[src/rtl/matching_engine_pq.sv]
// matching_engine_pq
// Two sliding order windows (bids and asks), DEPTH entries each, newest at
// index 0. Each cycle the best bid (highest price) and best ask (lowest
// price) are found among live entries. If they cross, one trade executes
// for the smaller of the two quantities. Partial fills decrement the
// remaining quantity, and an entry whose quantity reaches zero retires.
// After the match, newly arriving orders shift into their window.
module matching_engine_pq #(
  parameter int PW    = 8,
  parameter int QW    = 8,
  parameter int DEPTH = 8,
  parameter int MODE  = 0,
  parameter int CW    = 16
) (
  input  logic          clk,
  input  logic          reset_n,
  input  logic          flush,
  input  logic          buy_valid,
  input  logic [PW-1:0] buy_price,
  input  logic [QW-1:0] buy_qty,
  input  logic          sell_valid,
  input  logic [PW-1:0] sell_price,
  input  logic [QW-1:0] sell_qty,
  output logic [PW-1:0] best_bid,
  output logic [PW-1:0] best_ask,
  output logic          bid_empty,
  output logic          ask_empty,
  output logic          trade_valid,
  output logic [PW-1:0] trade_price,
  output logic [QW-1:0] trade_qty,
  output logic [CW-1:0] trade_count
);

  localparam int IW = (DEPTH > 1) ? $clog2(DEPTH) : 1;

  // Window storage, index 0 is the newest entry
  logic          r_bid_live  [DEPTH];
  logic [PW-1:0] r_bid_price [DEPTH];
  logic [QW-1:0] r_bid_qty   [DEPTH];
  logic          r_ask_live  [DEPTH];
  logic [PW-1:0] r_ask_price [DEPTH];
  logic [QW-1:0] r_ask_qty   [DEPTH];

  logic          r_trade_valid;
  logic [PW-1:0] r_trade_price;
  logic [QW-1:0] r_trade_qty;
  logic [CW-1:0] r_trade_count;

  // Best-entry selection results
  logic          w_bid_found;
  logic [PW-1:0] w_bid_sel_price;
  logic [QW-1:0] w_bid_sel_qty;
  logic [IW-1:0] w_bid_sel_idx;
  logic          w_ask_found;
  logic [PW-1:0] w_ask_sel_price;
  logic [QW-1:0] w_ask_sel_qty;
  logic [IW-1:0] w_ask_sel_idx;

  // Match stage
  logic          w_match;
  logic [QW-1:0] w_fill_qty;
  logic [PW:0]   w_mid_sum;
  logic [PW-1:0] w_trade_price;

  // Insert decisions
  logic          w_buy_ins;
  logic          w_sell_ins;

  // Windows after the match is applied, and after the shift/insert
  logic          w_bid_live_m [DEPTH];
  logic [QW-1:0] w_bid_qty_m  [DEPTH];
  logic          w_ask_live_m [DEPTH];
  logic [QW-1:0] w_ask_qty_m  [DEPTH];
  logic          w_bid_live_n  [DEPTH];
  logic [PW-1:0] w_bid_price_n [DEPTH];
  logic [QW-1:0] w_bid_qty_n   [DEPTH];
  logic          w_ask_live_n  [DEPTH];
  logic [PW-1:0] w_ask_price_n [DEPTH];
  logic [QW-1:0] w_ask_qty_n   [DEPTH];

  // Pick the highest live bid; scanning upward with >= hands ties to the oldest entry
  always_comb begin
    w_bid_found     = 1'b0;
    w_bid_sel_price = '0;
    w_bid_sel_qty   = '0;
    w_bid_sel_idx   = '0;
    for (int i = 0; i < DEPTH; i++) begin
      if (r_bid_live[i] && (!w_bid_found || (r_bid_price[i] >= w_bid_sel_price))) begin
        w_bid_found     = 1'b1;
        w_bid_sel_price = r_bid_price[i];
        w_bid_sel_qty   = r_bid_qty[i];
        w_bid_sel_idx   = IW'(i);
      end
    end
  end

  // Pick the lowest live ask; scanning upward with <= hands ties to the oldest entry
  always_comb begin
    w_ask_found     = 1'b0;
    w_ask_sel_price = '0;
    w_ask_sel_qty   = '0;
    w_ask_sel_idx   = '0;
    for (int i = 0; i < DEPTH; i++) begin
      if (r_ask_live[i] && (!w_ask_found || (r_ask_price[i] <= w_ask_sel_price))) begin
        w_ask_found     = 1'b1;
        w_ask_sel_price = r_ask_price[i];
        w_ask_sel_qty   = r_ask_qty[i];
        w_ask_sel_idx   = IW'(i);
      end
    end
  end

  assign best_bid  = w_bid_found ? w_bid_sel_price : '0;
  assign best_ask  = w_ask_found ? w_ask_sel_price : '1;
  assign bid_empty = ~w_bid_found;
  assign ask_empty = ~w_ask_found;

  // The sum is widened by one bit so the midpoint never wraps
  assign w_match       = w_bid_found && w_ask_found && (w_bid_sel_price >= w_ask_sel_price);
  assign w_fill_qty    = (w_bid_sel_qty < w_ask_sel_qty) ? w_bid_sel_qty : w_ask_sel_qty;
  assign w_mid_sum     = {1'b0, w_bid_sel_price} + {1'b0, w_ask_sel_price};
  assign w_trade_price = (MODE == 1) ? w_ask_sel_price : w_mid_sum[PW:1];

  // Zero-quantity orders carry nothing to trade, so they do not disturb the window
  assign w_buy_ins  = buy_valid && (buy_qty != '0);
  assign w_sell_ins = sell_valid && (sell_qty != '0);

  // Per-entry match application followed by the shift into the next-state windows
  for (genvar gi = 0; gi < DEPTH; gi++) begin : g_entry
    assign w_bid_qty_m[gi]  = (w_match && (w_bid_sel_idx == IW'(gi)))
                              ? (r_bid_qty[gi] - w_fill_qty) : r_bid_qty[gi];
    assign w_ask_qty_m[gi]  = (w_match && (w_ask_sel_idx == IW'(gi)))
                              ? (r_ask_qty[gi] - w_fill_qty) : r_ask_qty[gi];
    assign w_bid_live_m[gi] = r_bid_live[gi] && (w_bid_qty_m[gi] != '0);
    assign w_ask_live_m[gi] = r_ask_live[gi] && (w_ask_qty_m[gi] != '0);

    if (gi == 0) begin : g_head
      assign w_bid_live_n[gi]  = w_buy_ins  ? 1'b1       : w_bid_live_m[gi];
      assign w_bid_price_n[gi] = w_buy_ins  ? buy_price  : r_bid_price[gi];
      assign w_bid_qty_n[gi]   = w_buy_ins  ? buy_qty    : w_bid_qty_m[gi];
      assign w_ask_live_n[gi]  = w_sell_ins ? 1'b1       : w_ask_live_m[gi];
      assign w_ask_price_n[gi] = w_sell_ins ? sell_price : r_ask_price[gi];
      assign w_ask_qty_n[gi]   = w_sell_ins ? sell_qty   : w_ask_qty_m[gi];
    end else begin : g_body
      assign w_bid_live_n[gi]  = w_buy_ins  ? w_bid_live_m[gi-1] : w_bid_live_m[gi];
      assign w_bid_price_n[gi] = w_buy_ins  ? r_bid_price[gi-1]  : r_bid_price[gi];
      assign w_bid_qty_n[gi]   = w_buy_ins  ? w_bid_qty_m[gi-1]  : w_bid_qty_m[gi];
      assign w_ask_live_n[gi]  = w_sell_ins ? w_ask_live_m[gi-1] : w_ask_live_m[gi];
      assign w_ask_price_n[gi] = w_sell_ins ? r_ask_price[gi-1]  : r_ask_price[gi];
      assign w_ask_qty_n[gi]   = w_sell_ins ? w_ask_qty_m[gi-1]  : w_ask_qty_m[gi];
    end
  end

  // Window state: reset and flush clear everything, otherwise load match+shift result
  always_ff @(posedge clk or negedge reset_n) begin
    if (!reset_n) begin
      for (int i = 0; i < DEPTH; i++) begin
        r_bid_live[i]  <= 1'b0;
        r_bid_price[i] <= '0;
        r_bid_qty[i]   <= '0;
        r_ask_live[i]  <= 1'b0;
        r_ask_price[i] <= '0;
        r_ask_qty[i]   <= '0;
      end
    end else if (flush) begin
      for (int i = 0; i < DEPTH; i++) begin
        r_bid_live[i]  <= 1'b0;
        r_bid_price[i] <= '0;
        r_bid_qty[i]   <= '0;
        r_ask_live[i]  <= 1'b0;
        r_ask_price[i] <= '0;
        r_ask_qty[i]   <= '0;
      end
    end else begin
      for (int i = 0; i < DEPTH; i++) begin
        r_bid_live[i]  <= w_bid_live_n[i];
        r_bid_price[i] <= w_bid_price_n[i];
        r_bid_qty[i]   <= w_bid_qty_n[i];
        r_ask_live[i]  <= w_ask_live_n[i];
        r_ask_price[i] <= w_ask_price_n[i];
        r_ask_qty[i]   <= w_ask_qty_n[i];
      end
    end
  end

  // Trade report: pulse on a match; price and qty hold their last values otherwise
  always_ff @(posedge clk or negedge reset_n) begin
    if (!reset_n) begin
      r_trade_valid <= 1'b0;
      r_trade_price <= '0;
      r_trade_qty   <= '0;
      r_trade_count <= '0;
    end else if (flush) begin
      r_trade_valid <= 1'b0;
      r_trade_count <= '0;
    end else begin
      r_trade_valid <= w_match;
      if (w_match) begin
        r_trade_price <= w_trade_price;
        r_trade_qty   <= w_fill_qty;
        if (r_trade_count != '1) begin
          r_trade_count <= r_trade_count + 1'b1;
        end
      end
    end
  end

  assign trade_valid = r_trade_valid;
  assign trade_price = r_trade_price;
  assign trade_qty   = r_trade_qty;
  assign trade_count = r_trade_count;

endmodule

[config.mk]
export PLATFORM = sky130hd
export DESIGN_NAME = matching_engine_pq
export DESIGN_NICKNAME = d
export VERILOG_FILES = /design/src/rtl/matching_engine_pq.sv
export SDC_FILE = /design/constraint.sdc
export NUM_CORES = 1
export LEC_CHECK = 0
export CAP_MARGIN = 40
export CORE_MARGIN = 5
export CORE_UTILIZATION = 30
export DETAILED_ROUTE_END_ITERATION = 6
export RECOVER_POWER = 25
export SLEW_MARGIN = 20
export SYNTH_ARGS = -nofsm -noshare
export SYNTH_HDL_FRONTEND = slang
export SYNTH_SLANG_ARGS = --single-unit
export TNS_END_PERCENT = 20
[constraint.sdc]
create_clock -name clk -period 58.3 [get_ports clk]
set_input_delay 8.745 -clock clk [delete_from_list [all_inputs] [get_ports clk]]
set_output_delay 8.745 -clock clk [all_outputs]
set_load 0.01 [all_outputs]
==> results.py, run 1 <==
metrics = {
    "setup_path": {
        "worst_ep_required_time_ns": 49.56,
        "max_stage_delay_ns": 0.89,
        "critical_path_class": "reg2out",
        "critPathLaunchType": "register",
        "crit_arrival_ns": 14.60,
        "critPathTopFamily": "compound AO/OA/AOI/OAI gates",
        "worst-path-max-fanout": 29,
        "path_depth": 58,
        "cp-end-kind": "output port",
        "crit_top_cell": "ha_1",
        "critical-path-slowest-cell": "dfrtp_1",
        "ff2ff_path_depth": 76,
        "path_buf_inv": 9,
    },
    "sta": {
        "fmax_mhz": 42.8,
        "final.period_utilization": 0.400,
        "hold_violations": 0,
        "slew_headroom": -4.54,
        "worst_pin_slew_ns": 8.32,
        "clock_skew_ns": 0.0328,
        "setup_tns_ns": 0,
        "slew_violations": 303,
        "rsz0062_at_grt": "false",
        "min_period_ns": 23.35,
        "setup_viol": 0,
    },
    "synthesis": {
        "synth-seq-cells": 305,
        "synth_edf_count": 0,
        "synth_area_leaders": "dfrtp_1, ha_1, nand2_1, a21oi_1, nor2_1",
        "syn_area_um2": 24800,
        "synthCells": 2989,
        "synth_warnings": 0,
        "synth_top_area_frac": 0.307,
        "yosys-top-cells-count": "nand2_1, a21oi_1, dfrtp_1, ha_1, nor2_1",
        "synth_most_common_cell": "nand2_1",
        "synthDistinctLibCells": 84,
        "synth_top_cell_by_area": "dfrtp_1",
        "ys.flop_type": "dfrtp_1",
        "syn_avg_cell_area_um2": 8.30,
        "async_reset_ff_frac": 1.00,
        "ys_seq_area_frac": 0.307,
        "synth_fp_nets": 3306,
    },
    "die": {
        "num_io_pins": 88,
        "chipHeight_um": 298,
        "fp.dieW_um": 298,
        "num_rows": 105,
        "floorplan.die_area_um2": 88600,
        "initial_core_util": 0.302,
        "core_um2": 82100,
    },
    "clock_network": {
        "htree_levels": 2,
        "cts_made_buffers": 38,
        "cts_num_sinks": 305,
        "clk-insertion-delay-late_ns": 0.58,
        "clkTransAtPathRegs_ns": 0.06,
        "cts_hold_buf": 0,
        "cts_tree": "done",
        "cts_resized": 0,
        "cts_buffer_depth": 3,
        "cts_root_buf": "clkbuf_16",
        "cts_setup_buffers": 0,
    },
    "routing": {
        "drcViolationCount": 0,
        "via_count": 21400,
        "ant_nets": 0,
        "avgRoutedWirePerCell_um": 18.1,
        "first_pass_iters": 5,
        "wl_mm": 73.8,
        "drtIter0Drc": 1560,
        "vias_per_cell": 5.23,
    },
    "power_and_ir_drop": {
        "powerDensity_nw_per_um2": 26.1,
        "switching_share": 0.351,
        "p_leak_uw": 0.0119,
        "p_seq_frac": 0.319,
        "comb_power_share": 0.343,
        "ir_worst_vdd_uv": 19.5,
        "finalPower_uw": 734,
        "p_int_uw": 476,
        "p_sw_uw": 258,
        "pwr-share-clk": 0.338,
    },
    "final_layout": {
        "diodes": 0,
        "nFillCells": 8461,
        "layout-drive-gt1-share": 0.0657,
        "nets": 3306,
        "area_delta_synth_final_pct": 13.2,
        "finish.utilization": 0.342,
    },
    "place": {
        "gp_congestion": 0.853,
        "hpwlAfterDp_mm": 53.2,
        "numPortBuffers": 87,
    },
    "outcome": {
        "violations": "capacitance limit, slew limit",
        "status": "finished with violations",
    },
    "global_route": {
        "grt_max_degree": 180,
        "overflow": 0,
        "track_usage": 0.162,
        "antenna_found_initial": 0,
        "grt_pass1_vias": 20900,
        "grt_pass1_wl_mm": 119,
    },
    "hold_path": {
        "holdPathStages": 2,
        "hold_path_class": "reg2reg",
    },
    "run": {
        "cap_violations": 3,
    },
}
## worst paths after layout
kind	end	start	slack [ns]
setup / recovery	best_ask[7]	r_ask_live[7]	34.95
hold / removal	trade_price[0]	trade_price[0]	0.48
setup reg to reg	r_ask_live[0]	r_ask_live[7]	39.52
hold reg to reg	trade_price[0]	trade_price[0]	0.48
max in group asynchronous	r_ask_price[56]	reset_n	38.14
min in group asynchronous	r_bid_price[3]	reset_n	10.11
## stage by stage
step	std cells	hold WS (ns)	area (um^2)	worst slack (ns)
after global routing	4083	0.519	28100	33.55
after CTS	4078	0.486	28100	34.35
after detailed placement	4014	0.473	26800	35.04
after floorplan	2989	0.501	24800	34.68
final	4083	0.476	28100	34.95
after global placement	4002	0.463	26600	35.02
## sequential cells by signal, indices dropped and copies added (netlist names)
register,cells
trade_valid,1
r_ask_price,64
trade_price,8
r_bid_price,64
r_bid_qty,64
trade_count,16
r_ask_live,8
r_bid_live,8
trade_qty,8
r_ask_qty,64
## power by group through the flow
| stage | Clock [uW] | Combinational [uW] | Sequential (uW) |
|---|---|---|---|
| floorplan | 0 | 181 | 235 |
| global placement | 0 | 246 | 238 |
| detailed placement | 0 | 249 | 238 |
| CTS | 256 | 251 | 234 |
| global route | 263 | 281 | 235 |
| finish | 248 | 252 | 234 |
## cell type report
cell class                      count  area (um^2)  area share
Timing Repair Buffer              124         1250      0.0445
Tap cell                         1070         1340      0.0477
Clock inverter                     12          170     0.00606
Sequential cell                   305         7630       0.272
Clock buffer                       52         1110      0.0397
Inverter                          144          541      0.0192
Multi-Input combinational cell   2376        16000       0.571
## cells in the final DEF (no fill, tap or decap), types with 13 or more instances in the layout
cell type	instances
clkdlybuf4s50_1	85
a211oi_1	111
nand3_1	32
inv_1	144
o31a_1	17
clkbuf_16	39
xor2_1	42
a21o_1	84
o21a_1	22
dfrtp_1	305
and3_1	13
mux2_2	47
o31ai_1	19
nor4_1	28
nor2_1	245
o21bai_1	32
xnor2_1	58
nor2b_1	33
mux2i_1	86
o22ai_1	13
buf_4	20
ha_1	263
a21oi_1	311
o21ai_0	107
fa_1	17
nor3_1	48
and2_1	35
nand2b_1	30
nand4_1	27
o211ai_1	21
nand2_1	469
## layer usage
metal	vias up	global-route usage	share of wire
li1	10600	-	-
met1	10200	0.231	0.48
met2	425	0.261	0.46
met3	93	0.0240	0.047
met4	0	0.0389	0.022
met5	-	0	0
## cells by family (layout without fill, tap and decap cells)
group,Yosys count,in the layout,share of synthesized area
muxes,135,135,0.0572
adders and majority gates,280,280,0.146
DFF,305,305,0.307
buffers and inverters,308,332,0.0484
AOI/OAI and AO/OA,828,828,0.215
and+or+nand+nor,1033,1033,0.190
xor gates and xnor gates,100,100,0.0353
## worst register-to-register path: cells and delay by family (launching register included)
family          cells  cell delay [ns]
fa+ha+maj           9             2.73
mux                 3             1.41
simple gates       17             2.05
compound gates     37             9.32
xor+xnor            1             0.14
buf+inv             9             2.14
flops               1             0.89
Note: power is estimated with default switching activity, not from simulation.
==> run 2: changes to the inputs <==
==> constraint.sdc (replaced) <==
create_clock -name clk -period 19.1 [get_ports clk]
set_input_delay 2.865 -clock clk [delete_from_list [all_inputs] [get_ports clk]]
set_output_delay 2.865 -clock clk [all_outputs]
set_load 0.01 [all_outputs]
==> run 2 against run 1 <==
  * The run still ends with capacitance limit, slew limit left
  * Largest cell class unchanged
  * Non-clock buffer count grew 9
  * Largest power group unchanged
  * First-iteration DRC count grew 1.8%
  * Clock skew shrank 0.0046 ns
  * Register-to-register slack lost 38 ns
  * Sequential share of layout area shrank 0.11 points
  * Final area grew 0.44%
  * Via count grew 0.48%
  * Power grew to 3.1 times the previous value
  * Sequential cell count is the same
  * Wire length shrank 1.3%
  * Clock power grew to 3.1 times the previous value
==> results.py, run 2 (same netlist as run 1, synthesis figures left out) <==
metrics = {
    "outcome": {
        "violations": "capacitance limit, slew limit",
        "status": "finished with violations",
    },
    "power_and_ir_drop": {
        "pwr-share-clk": 0.338,
        "p_seq_frac": 0.317,
        "p_int_uw": 1460,
        "ir_worst_vdd_uv": 52.8,
        "powerDensity_nw_per_um2": 79.8,
        "switching_share": 0.350,
        "comb_power_share": 0.344,
        "p_sw_uw": 788,
        "p_leak_uw": 0.0120,
    },
    "sta": {
        "setup_tns_ns": 0,
        "slew_violations": 310,
        "setup_viol": 0,
        "hold_violations": 0,
        "min_period_ns": 17.66,
        "fmax_mhz": 56.6,
        "clock_skew_ns": 0.0282,
        "worst_pin_slew_ns": 8.55,
        "slew_headroom": -4.70,
        "fin_ws_ns": 1.44,
        "rsz0062_at_grt": "false",
        "final.period_utilization": 0.925,
    },
    "setup_path": {
        "worst_ep_required_time_ns": 19.53,
        "critical-path-slowest-cell": "dfrtp_2",
        "cp-end-kind": "register",
        "max_stage_delay_ns": 0.61,
        "worst-path-max-fanout": 21,
        "critical_path_class": "reg2reg",
        "critPathLaunchType": "register",
        "crit_top_cell": "ha_1",
        "crit_arrival_ns": 18.09,
    },
    "clock_network": {
        "cts_setup_buffers": 0,
        "cts_made_buffers": 39,
        "cts_num_sinks": 305,
        "clk-insertion-delay-late_ns": 0.57,
        "cts_resized": 0,
        "cts_hold_buf": 0,
        "cts_buffer_depth": 3,
        "cts_root_buf": "clkbuf_16",
        "clkTransAtPathRegs_ns": 0.06,
        "htree_levels": 2,
        "cts_tree": "done",
    },
    "global_route": {
        "grt_pass1_wl_mm": 117,
        "grt_pass1_vias": 21000,
        "overflow": 0,
        "track_usage": 0.160,
        "grt_max_degree": 156,
        "antenna_found_initial": 0,
    },
    "place": {
        "postPlaceCellArea_um2": 26800,
        "place_ws_ns": 0.644,
        "numPortBuffers": 87,
        "gp_congestion": 0.845,
        "hpwlAfterDp_mm": 52.9,
    },
    "die": {
        "floorplan.die_area_um2": 88600,
        "initial_core_util": 0.302,
        "chipHeight_um": 298,
        "num_rows": 105,
        "num_io_pins": 88,
        "core_um2": 82100,
        "fp.dieW_um": 298,
    },
    "final_layout": {
        "layout_commonest_cell": "nand2_1",
        "diodes": 0,
        "nets": 3316,
        "fin_area_um2": 28200,
        "area_delta_synth_final_pct": 13.6,
        "layout-drive-gt1-share": 0.0694,
        "mostFrequentLayoutCells": "nand2_1, a21oi_1, dfrtp_1",
    },
    "routing": {
        "first_pass_iters": 5,
        "via_count": 21500,
        "wl_mm": 72.8,
        "vias_per_cell": 5.24,
        "drcViolationCount": 0,
        "drtIter0Drc": 1588,
        "avgRoutedWirePerCell_um": 17.8,
        "ant_nets": 0,
    },
    "run": {
        "cap_violations": 3,
    },
    "hold_path": {
        "hold_path_class": "reg2reg",
    },
}
## run 2: power by group through the flow
stage	clock (uW)	sequential, uW	combinational [uW]
floorplan	0	716	551
global placement	0	725	757
detailed placement	0	726	766
CTS	781	714	772
global route	807	719	864
finish	762	715	776
## run 2: area by class of cell
type / count / area, um^2
Clock buffer: 60 / 1190
Clock inverter: 9 / 113
Fill cell: 8489 / 53900
Inverter: 144 / 541
Multi-Input combinational cell: 2376 / 16100
Sequential cell: 305 / 7630
Tap cell: 1070 / 1340
Timing Repair Buffer: 133 / 1330
## run 2: path summary, 6_finish.rpt
check	start	to	slack, ns	cells after the start
worst min register to register	trade_qty[5]	trade_qty[5]	0.48	2
worst min-delay path	trade_qty[5]	trade_qty[5]	0.48	2
worst max-delay path	r_bid_live[7]	r_ask_live[2]	1.44	70
min in group asynchronous	reset_n	r_bid_price[20]	4.38	1
max in group asynchronous	reset_n	r_bid_live[7]	3.81	2
worst max register to register	r_bid_live[7]	r_ask_live[2]	1.44	70
## run 2: per-stage QoR
stage / power (uW) / hold slack, ns / util / cells
detailed placement: 1490 / 0.470 / 0.326 / 4019
global placement: 1480 / 0.463 / 0.325 / 4012
CTS: 2270 / 0.484 / 0.342 / 4088
global route: 2390 / 0.494 / 0.344 / 4097
floorplan: 1270 / 0.501 / - / 2989
finish: 2250 / 0.477 / 0.344 / 4097
## run 2: layer usage
layer / routed length, um / global-route usage / vias up
met4: 1660 / 0.0408 / 0
met2: 34300 / 0.266 / 415
met3: 3060 / 0.0212 / 98
li1: - / - / 10600
met5: 0 / 0 / -
met1: 33800 / 0.220 / 10300
## run 2: critical path: cells and delay by family (launching register included)
| kind | cells | cell delay [ns] |
|---|---|---|
| simple gates | 15 | 3.00 |
| flops | 1 | 0.61 |
| xor+xnor | 1 | 0.17 |
| buf+inv | 7 | 1.14 |
| compound gates | 34 | 8.48 |
| fa+ha+maj | 10 | 2.90 |
| mux | 3 | 1.18 |
==> run 3: changes to the inputs <==
--- a/config.mk
+++ b/config.mk
@@ -6,7 +6,6 @@
 export NUM_CORES = 1
 export LEC_CHECK = 0
 export CAP_MARGIN = 40
-export CORE_MARGIN = 5
 export CORE_UTILIZATION = 30
 export DETAILED_ROUTE_END_ITERATION = 6
 export RECOVER_POWER = 25
==> run 3 against run 2 <==
  * Via count grew 0.23%
  * Largest cell class unchanged
  * Register-to-register slack gained 0.11 ns
  * Core utilization grew 0.20 points
  * Final area grew 0.42%
  * Sequential share of layout area shrank 0.12 points
  * Sequential cell count is the same
  * Setup slack gained 0.11 ns
  * Sequential power is essentially flat
  * Die area shrank 5.3%
  * Critical path type unchanged
  * Non-clock buffer count grew 3
  * Clock power grew 8.8%
  * The run still ends with capacitance limit, slew limit left
==> results.py, run 3 (same netlist as run 1, synthesis figures left out) <==
metrics = {
    "outcome": {
        "status": "finished with violations",
        "violations": "capacitance limit, slew limit",
    },
    "setup_path": {
        "cp-end-kind": "register",
        "critical-path-slowest-cell": "dfrtp_1",
        "r2r_setup_slack_ns": 1.55,
        "ff2ff_path_depth": 67,
        "critPathLaunchType": "register",
        "cp-startpoint": "r_bid_live[7]",
        "crit_arrival_ns": 18.00,
        "critical_path_class": "reg2reg",
        "max_stage_delay_ns": 0.81,
        "worst-path-max-fanout": 27,
        "crit_top_cell": "ha_1",
        "worst_ep_required_time_ns": 19.55,
        "worstReg2RegStart": "r_bid_live[7]",
    },
    "final_layout": {
        "diodes": 0,
        "area_delta_synth_final_pct": 14.1,
        "multi_input_area_um2": 16100,
        "layout_commonest_cell": "nand2_1",
        "nFillCells": 8520,
        "nets": 3321,
        "layout-drive-gt1-share": 0.0711,
        "mostFrequentLayoutCells": "nand2_1, a21oi_1, dfrtp_1",
        "seqCellArea_um2": 7630,
    },
    "clock_network": {
        "htree_levels": 2,
        "cts_buffer_depth": 3,
        "cts_root_buf": "clkbuf_16",
        "cts_setup_buffers": 0,
        "clk-insertion-delay-late_ns": 0.59,
        "cts_made_buffers": 41,
        "cts_tree": "done",
        "cts_num_sinks": 305,
        "clkTransAtPathRegs_ns": 0.06,
    },
    "place": {
        "hpwlAfterDp_mm": 53.0,
        "numPortBuffers": 87,
        "gp_congestion": 0.844,
        "place_ws_ns": 0.279,
    },
    "sta": {
        "clock_skew_ns": 0.0345,
        "min_period_ns": 17.55,
        "setup_viol": 0,
        "worst_pin_slew_ns": 5.66,
        "hold_violations": 0,
        "rsz0062_at_grt": "false",
        "slew_headroom": -2.77,
        "slew_violations": 209,
        "setup_tns_ns": 0,
        "fin_ws_ns": 1.55,
        "fmax_mhz": 57.0,
        "final.period_utilization": 0.919,
        "holdWs_ns": 0.486,
    },
    "power_and_ir_drop": {
        "comb_power_share": 0.334,
        "p_int_uw": 1520,
        "powerDensity_nw_per_um2": 81.7,
        "p_leak_uw": 0.0121,
        "switching_share": 0.344,
        "p_sw_uw": 796,
        "p_seq_frac": 0.308,
        "ir_worst_vdd_uv": 50.6,
        "finalPower_uw": 2310,
        "pwr-share-clk": 0.358,
    },
    "run": {
        "cap_violations": 3,
    },
    "routing": {
        "drcViolationCount": 0,
        "wl_mm": 72.5,
        "ant_nets": 0,
        "drtIter0Drc": 1413,
        "vias_per_cell": 5.24,
        "first_pass_iters": 5,
        "via_count": 21500,
        "avgRoutedWirePerCell_um": 17.7,
    },
    "die": {
        "fp.dieW_um": 290,
        "num_io_pins": 88,
        "initial_core_util": 0.303,
        "core_um2": 82000,
        "floorplan.die_area_um2": 83900,
        "num_rows": 105,
        "chipHeight_um": 290,
    },
    "hold_path": {
        "hold_start": "trade_price[0]",
        "holdPathStages": 2,
        "hold_path_class": "reg2reg",
    },
    "global_route": {
        "antenna_found_initial": 0,
        "grt_max_degree": 95,
        "grt_pass1_wl_mm": 117,
        "overflow": 0,
        "grt_pass1_vias": 21100,
        "track_usage": 0.172,
    },
}
==> run 3: cell types whose count changed in the layout (fill, tap and decap cells not counted), moves of 2 or more <==
cell	before	now
mux2_4	2	4
buf_8	3	5
buf_16	4	2
bufinv_16	2	5
clkbuf_8	11	8
clkinv_2	4	7
mux2_2	47	45
buf_4	30	32
dfrtp_2	2	0
clkbuf_16	40	43
clkinv_4	0	2
dfrtp_1	303	305
==> run 3: worst max-delay path: cells and delay by family (launching register included) <==
kind | cells | cell delay (ns)
muxes | 4 | 1.82
AOI/OAI and AO/OA | 34 | 8.28
and+or+nand+nor | 17 | 3.41
buffers and inverters | 2 | 0.13
xor gates and xnor gates | 1 | 0.16
adders and majority gates | 9 | 2.77
DFF | 1 | 0.81
==> run 3: area by class of cell <==
cell class                      count  area share
Sequential cell                   305       0.269
Tap cell                         1070      0.0473
Inverter                          144      0.0191
Clock inverter                     16     0.00773
Timing Repair Buffer              136      0.0464
Multi-Input combinational cell   2376       0.567
Clock buffer                       59      0.0429
==> run 3: power groups by stage <==
stage	combinational, uW	sequential, uW	clock [uW]
floorplan	551	716	0
global placement	747	724	0
detailed placement	758	725	0
CTS	764	714	852
global route	858	719	873
finish	772	713	829
==> run 3: per-stage QoR <==
step	util	cell area (um^2)	cells
after detailed placement	0.327	26800	4023
after CTS	0.344	28200	4098
final	0.346	28300	4106
after floorplan	-	24800	2989
after global placement	0.325	26700	4013
after global routing	0.346	28300	4106
==> run 3: timing repair <==
action,in CTS,in global routing
hold buffers,0,0
endpoints found under the setup margin,0,37
gates resized for setup,0,5
==> run 3: final timing paths <==
path / to
setup / recovery: r_ask_live[2]
hold / removal: trade_price[0]
setup reg to reg: r_ask_live[2]
hold reg to reg: trade_price[0]
max in group asynchronous: r_ask_qty[59]
min in group asynchronous: trade_qty[0]
==> run 3: routing by layer <==
| layer | wire length [um] | part of all wire | global-route usage | vias to the layer above |
|---|---|---|---|---|
| met5 | 0 | 0 | 0 | - |
| met4 | 2040 | 0.028 | 0.0525 | 0 |
| met3 | 3030 | 0.042 | 0.0195 | 109 |
| met2 | 33300 | 0.46 | 0.279 | 433 |
| met1 | 34200 | 0.47 | 0.239 | 10400 |
| li1 | - | - | - | 10600 |
